## src/rtl/sl_tx_if.sv

```systemverilog
// sl_tx_if: valid/ready word handshake between an upstream producer and sl_transmitter.
interface sl_tx_if;
    logic [31:0] tx_data;
    logic        tx_valid;
    logic        tx_ready;

    modport master(output tx_data, output tx_valid, input tx_ready);
    modport slave(input tx_data, input tx_valid, output tx_ready);
endinterface

```

## src/rtl/sl_transmitter.sv

```systemverilog
// sl_transmitter: serialises handshaked words onto the two-wire SL bus, LSB first, odd parity, stop symbol.
module sl_transmitter #(
    parameter int CONFIG_WIDTH = 16,
    parameter int PULSE_LEN    = 8,
    parameter int GAP_LEN      = 8,
    parameter int WORD_GAP     = 16
) (
    input  logic                    clk,
    input  logic                    rst_n,
    input  logic [CONFIG_WIDTH-1:0] wr_config_w,
    input  logic                    wr_enable,
    output logic [CONFIG_WIDTH-1:0] r_config_w,
    sl_tx_if.slave                  tx,
    output logic                    serial_line_zeroes,
    output logic                    serial_line_ones,
    output logic                    tx_busy,
    output logic                    word_sent
);
    localparam int CMAX = (PULSE_LEN > GAP_LEN) ? ((PULSE_LEN > WORD_GAP) ? PULSE_LEN : WORD_GAP)
                                                : ((GAP_LEN > WORD_GAP) ? GAP_LEN : WORD_GAP);
    localparam int CW = $clog2(CMAX);

    localparam logic [2:0] IDLE       = 3'd0;
    localparam logic [2:0] PULSE      = 3'd1;
    localparam logic [2:0] GAP        = 3'd2;
    localparam logic [2:0] STOP_PULSE = 3'd3;
    localparam logic [2:0] STOP_GAP   = 3'd4;
    localparam logic [2:0] WORDGAP    = 3'd5;

    logic [2:0]    state, next_state;
    logic [CW-1:0] cnt, len_m1;
    logic [5:0]    sym, nsym, bq, n;
    logic [32:0]   sh, frame_data, frame_word;
    logic [31:0]   buf_data;
    logic          buf_full, cfg_ok, par, last, start;

    assign tx.tx_ready = !buf_full;

    always_comb begin
        bq         = wr_config_w[6:1];
        n          = r_config_w[6:1];
        cfg_ok     = wr_enable && !tx_busy && state == IDLE && !buf_full && !bq[0] && bq >= 6'd8 && bq <= 6'd32;
        frame_data = {1'b0, buf_data} & ((33'h1 << n) - 33'h1);
        par        = ~^frame_data ^ r_config_w[7];
        frame_word = frame_data | ({32'b0, par} << n);
        len_m1     = (state == PULSE || state == STOP_PULSE) ? CW'(PULSE_LEN - 1)
                   : (state == WORDGAP) ? CW'(WORD_GAP - 1) : CW'(GAP_LEN - 1);
        last       = cnt == len_m1;
        start      = state == IDLE || (state == WORDGAP && last);
        next_state = (state == PULSE) ? GAP
                   : (state == GAP) ? ((sym == nsym) ? STOP_PULSE : PULSE)
                   : (state == STOP_PULSE) ? STOP_GAP : WORDGAP;
    end

    // Line/status registers follow the state one cycle later, so every symbol keeps its full length.
    always_ff @(posedge clk or negedge rst_n) begin
        if (!rst_n) begin
            r_config_w         <= CONFIG_WIDTH'(16'h0010);
            state              <= IDLE;
            cnt                <= '0;
            sym                <= '0;
            nsym               <= '0;
            sh                 <= '0;
            buf_data           <= '0;
            buf_full           <= 1'b0;
            serial_line_zeroes <= 1'b1;
            serial_line_ones   <= 1'b1;
            tx_busy            <= 1'b0;
            word_sent          <= 1'b0;
        end else begin
            if (cfg_ok) r_config_w <= wr_config_w;
            if (tx.tx_valid && tx.tx_ready) begin
                buf_data <= tx.tx_data;
                buf_full <= 1'b1;
            end
            serial_line_zeroes <= !((state == PULSE && !sh[0]) || state == STOP_PULSE);
            serial_line_ones   <= !((state == PULSE && sh[0]) || state == STOP_PULSE);
            tx_busy            <= state != IDLE;
            word_sent          <= state == WORDGAP && last;
            if (start) begin
                cnt <= '0;
                if (buf_full) begin
                    sh       <= frame_word;
                    nsym     <= n;
                    sym      <= '0;
                    state    <= PULSE;
                    buf_full <= 1'b0;
                end else begin
                    state <= IDLE;
                end
            end else if (last) begin
                cnt   <= '0;
                state <= next_state;
                if (state == GAP) begin
                    sh  <= sh >> 1;
                    sym <= sym + 6'd1;
                end
            end else begin
                cnt <= cnt + CW'(1);
            end
        end
    end
endmodule

```

## src/flat_wrapper.sv

```systemverilog
// flat-port wrapper written by rule: the top's interface ports become plain ports
module sl_transmitter_flat 
#(
    parameter int CONFIG_WIDTH = 16,
    parameter int PULSE_LEN    = 8,
    parameter int GAP_LEN      = 8,
    parameter int WORD_GAP     = 16
)
  (clk, rst_n, wr_config_w, wr_enable, r_config_w, serial_line_zeroes, serial_line_ones, tx_busy, word_sent, tx_tx_data, tx_tx_valid, tx_tx_ready);
  sl_tx_if tx_i ();
  input  logic clk;
  input  logic rst_n;
  input  logic [CONFIG_WIDTH-1:0] wr_config_w;
  input  logic wr_enable;
  output logic [CONFIG_WIDTH-1:0] r_config_w;
  output logic serial_line_zeroes;
  output logic serial_line_ones;
  output logic tx_busy;
  output logic word_sent;
  input wire logic [$bits(tx_i.tx_data)-1:0] tx_tx_data;
  input wire logic [$bits(tx_i.tx_valid)-1:0] tx_tx_valid;
  output wire logic [$bits(tx_i.tx_ready)-1:0] tx_tx_ready;
  assign tx_i.tx_data = tx_tx_data;
  assign tx_i.tx_valid = tx_tx_valid;
  assign tx_tx_ready = tx_i.tx_ready;
  sl_transmitter #(.CONFIG_WIDTH(CONFIG_WIDTH), .PULSE_LEN(PULSE_LEN), .GAP_LEN(GAP_LEN), .WORD_GAP(WORD_GAP)) u_core (.clk(clk), .rst_n(rst_n), .wr_config_w(wr_config_w), .wr_enable(wr_enable), .r_config_w(r_config_w), .tx(tx_i), .serial_line_zeroes(serial_line_zeroes), .serial_line_ones(serial_line_ones), .tx_busy(tx_busy), .word_sent(word_sent));
endmodule
```

## config.mk

```make
export PLATFORM = sky130hd
export DESIGN_NAME = sl_transmitter_flat
export DESIGN_NICKNAME = d
export VERILOG_FILES = /design/src/rtl/sl_tx_if.sv /design/src/rtl/sl_transmitter.sv /design/src/flat_wrapper.sv
export SDC_FILE = /design/constraint.sdc
export NUM_CORES = 1
export LEC_CHECK = 0
export ABC_AREA = 1
export ABC_CLOCK_PERIOD_IN_PS = 2900
export BUFFER_PORTS_ARGS = -buffer_cell sky130_fd_sc_hd__buf_2
export CAP_MARGIN = 10
export CORE_MARGIN = 1.5
export CORE_UTILIZATION = 38
export CTS_BUF_LIST = sky130_fd_sc_hd__clkbuf_16
export CTS_CLUSTER_DIAMETER = 30
export DETAILED_ROUTE_END_ITERATION = 10
export REMOVE_ABC_BUFFERS = 1
export SYNTH_ARGS = -nofsm -noshare
export SYNTH_HDL_FRONTEND = slang
export SYNTH_SLANG_ARGS = --single-unit
```

## constraint.sdc

```tcl
create_clock -name clk -period 2.9 [get_ports clk]
set_clock_uncertainty 0.05 [all_clocks]
set_input_delay 0.145 -clock clk [delete_from_list [all_inputs] [get_ports clk]]
set_output_delay 0.145 -clock clk [all_outputs]
set_load 0.02 [all_outputs]
```

==> impl_metrics.tcl <==
set metrics [dict create \
    synth_warnings 0 \
    initial_core_util_pct 38.97 \
    cts_inserted_buffers 9 \
    place_congestion 0.9718 \
    synth_cells 1050 \
    clkLatencyLatePin_ns 0.37 \
    root_buffer "clkbuf_16" \
    dr.pass1.iters 5 \
    violations "setup timing" \
    path_clk_slew_ns 0.08 \
    antenna_found_initial 0 \
    setup_slack_ns -0.3723 \
    routedWlPerCell_um 14.38 \
    syn_area_mm2 0.007024 \
    maxSlewHeadroom_pct 30.54 \
    clockBufferDepth 2 \
    core_mm2 0.01802 \
    routed_wl_um 22210 \
    syn_area_per_cell_um2 6.690 \
    cp-end-kind "flip-flop" \
    cts.sinks 105 \
    synth_edf_count 0 \
    grt_pass1_vias 7049 \
    h-tree-depth 3 \
    ant_nets 0 \
    fin_crit_ns 3.272 \
    first_iter_violations 560 \
    leakage_nw 5.601 \
    crit_type "reg2reg" \
    power.density_mw_per_mm2 1204 \
    vias 7612 \
    placed_area_mm2 0.008658 \
    final_cells 1544 \
    drive_gt1_share_pct 32.93 \
    die_area_mm2 0.01931 \
    nNetsFinal 1365 \
    crit_fanout 4 \
    ys_ff_latch 105 \
    arrival_ns 3.48 \
    synth_cell_types 39 \
    synth-async-reset-ratio_pct 100.0 \
    synth_seq_area_share_pct 37.46 \
    hold_slack_ns 0.01223 \
    status "finished with violations" \
    syn2layout_area_growth_pct 43.11 \
    fillers 1715 \
    tightest_slew_ns 1.042 \
    setup_viol 33 \
    placed_cells 1461 \
    fmax_ghz 0.3056 \
    required_ns 3.11 \
    route.detailed.drc 0 \
    worst_hold_path_type "in2reg" \
    fp.dieW_um 139.0 \
    port_buffers 72 \
    cts_tree "yes" \
    rsz0062_at_grt "true" \
    cap_violations 0 \
    dp_hpwl_um 15630 \
    grt_max_degree 50 \
    io_pins 73 \
    antenna_cells 0 \
    grt_overflow 0 \
    ys.flop_type "dfrtp_1" \
    hold_viol 0 \
    avgViaCountPerCell 4.930 \
    grt_usage_pct 22.76 \
    report.final.slew_viol_count 0 \
    die_y_um 139.0 \
    peakVddDrop_mv 0.8141 \
    critPathLaunchType "flip-flop" \
    fin_crit_sh_pct 112.8 \
    stdcell_area_mm2 0.01005 \
    num_rows 49 \
    grt_pass1_wl_um 35570 \
]
## report_power, final
group / leakage (nW) / total (mW) / internal (mW) / switching (mW)
sequential: 1.26 / 2.53 / 2.11 / 0.420
combinational: 4.18 / 8.28 / 3.36 / 4.92
clock: 0.154 / 1.30 / 0.628 / 0.668
## cell families after synthesis
logic type | Yosys count | synth area share [%]
adders and majority gates | 3 | 0.5344
buffers and inverters | 143 | 8.621
AOI/OAI and AO/OA | 40 | 3.153
and+or+nand+nor | 711 | 42.89
xor gates and xnor gates | 10 | 1.247
muxes | 38 | 6.092
DFF | 105 | 37.46
## worst paths after layout
| path | from | slack [ns] | depth (start not counted) | end |
|---|---|---|---|---|
| max | u_core.r_config_w[4] | -0.37 | 23 | u_core.sh[19] |
| min | wr_config_w[3] | 0.01 | 3 | u_core.r_config_w[3] |
| max reg2reg | u_core.r_config_w[4] | -0.37 | 23 | u_core.sh[19] |
| min reg2reg | u_core.cnt[0] | 0.42 | 1 | u_core.cnt[0] |
| max in group asynchronous | rst_n | 1.71 | 3 | u_core.serial_line_zeroes |
| min in group asynchronous | rst_n | 0.30 | 2 | u_core.r_config_w[10] |
## worst max-delay path: stages, from the launching register on
cell and delay [ns]:
dfstp_2 0.54, inv_2 0.07, nand4_1 0.18, ha_4 0.18, nand3_2 0.12, buf_4 0.18
nor2_2 0.17, buf_4 0.15, nand3_1 0.12, nand3_1 0.11, nand2_1 0.06, nand2_2 0.10
inv_2 0.05, nand2_1 0.05, nand2_1 0.06, nand2_2 0.09, nand2_1 0.07, nand2_2 0.11
nand3_4 0.18, clkbuf_16 0.22, nand3_1 0.08, nand2_1 0.08, nand2_1 0.08, nand2_1 0.05
## cells in the mapped netlist (2+ instances only)
cell type | instances | share of area, %
ha_1 | 3 | 0.53
nand2_2 | 4 | 0.36
xor2_1 | 5 | 0.62
a21oi_1 | 11 | 0.78
xnor2_1 | 5 | 0.62
or2_2 | 2 | 0.18
dfstp_2 | 3 | 1.1
nand2_1 | 441 | 24
inv_1 | 87 | 4.6
nand4_1 | 33 | 2.9
nor4_1 | 4 | 0.36
dfrtp_1 | 102 | 36
clkbuf_1 | 20 | 1.1
nor3_1 | 4 | 0.29
nand4_2 | 2 | 0.36
o21ai_1 | 2 | 0.14
a31oi_1 | 3 | 0.27
inv_2 | 16 | 0.86
buf_2 | 7 | 0.50
nand3_2 | 5 | 0.71
nand3_1 | 96 | 6.8
nor2_2 | 10 | 0.89
buf_4 | 6 | 0.64
mux2_2 | 38 | 6.1
o21ai_0 | 19 | 1.4
buf_6 | 5 | 0.80
nor2_1 | 105 | 5.6
## cell type report
type / instances / area, um^2 / area share, %
Tap cell: 229 / 286.5 / 2.850
Timing Repair Buffer: 287 / 2237 / 22.26
Inverter: 104 / 392.9 / 3.908
Sequential cell: 105 / 2635 / 26.21
Clock inverter: 7 / 93.84 / 0.9335
Clock buffer: 9 / 225.2 / 2.240
Multi-Input combinational cell: 803 / 4182 / 41.60
## layer usage
metal | part of all wire (%) | track usage, % | vias to the layer above
met1 | 47 | 31.94 | 3496
met4 | 2.0 | 7.182 | 0
met3 | 5.9 | 3.384 | 31
met2 | 45 | 36.19 | 233
met5 | 0 | 0 | -
li1 | - | - | 3852
## repair_timing
| item | 4_1_cts | 5_1_grt |
|---|---|---|
| setup buffers | 10 | 9 |
| pin swaps | 12 | 15 |
| endpoints found under the hold margin | 89 | 0 |
| gates resized for setup | 49 | 62 |
| endpoints found under the setup margin | 33 | 33 |
| hold buffers | 44 | 0 |
| gates cloned | 2 | 2 |
## per-stage QoR
| step | utilization (%) | setup TNS (ns) | setup WS (ns) | total power, mW |
|---|---|---|---|---|
| after floorplan | - | -46.90 | -1.292 | 6.339 |
| after global placement | 48.04 | -10.45 | -0.3740 | 8.476 |
| after detailed placement | 48.04 | -11.59 | -0.4001 | 8.550 |
| after CTS | 53.85 | -6.079 | -0.2318 | 10.96 |
| after global routing | 55.77 | -18.26 | -0.5946 | 13.01 |
| final | 55.77 | -10.09 | -0.3723 | 12.10 |
## cells in the final DEF, fill, tap and decap left out, drive strengths merged, types with 2 or more instances in the layout
master	count
nor4	4
nand4	35
or2	2
a21oi	12
dfstp	3
mux2	38
nand2	447
ha	3
clkinv	5
dlygate4sd3	44
nand3	102
buf	241
xor2	5
xnor2	5
inv	106
nor2	116
o21ai	21
clkbuf	11
dfrtp	102
nor3	5
a31oi	3
## registers in the layout (all words and copies together), names as in the netlist
signal and flops:
u_core.buf_data 32, u_core.buf_full 1, u_core.cnt 4, u_core.nsym 6
u_core.r_config_w 16, u_core.serial_line_ones 1, u_core.serial_line_zeroes 1, u_core.sh 33
u_core.state 3, u_core.sym 6, u_core.tx_busy 1, u_core.word_sent 1
Power figures use the tool's default switching activity.
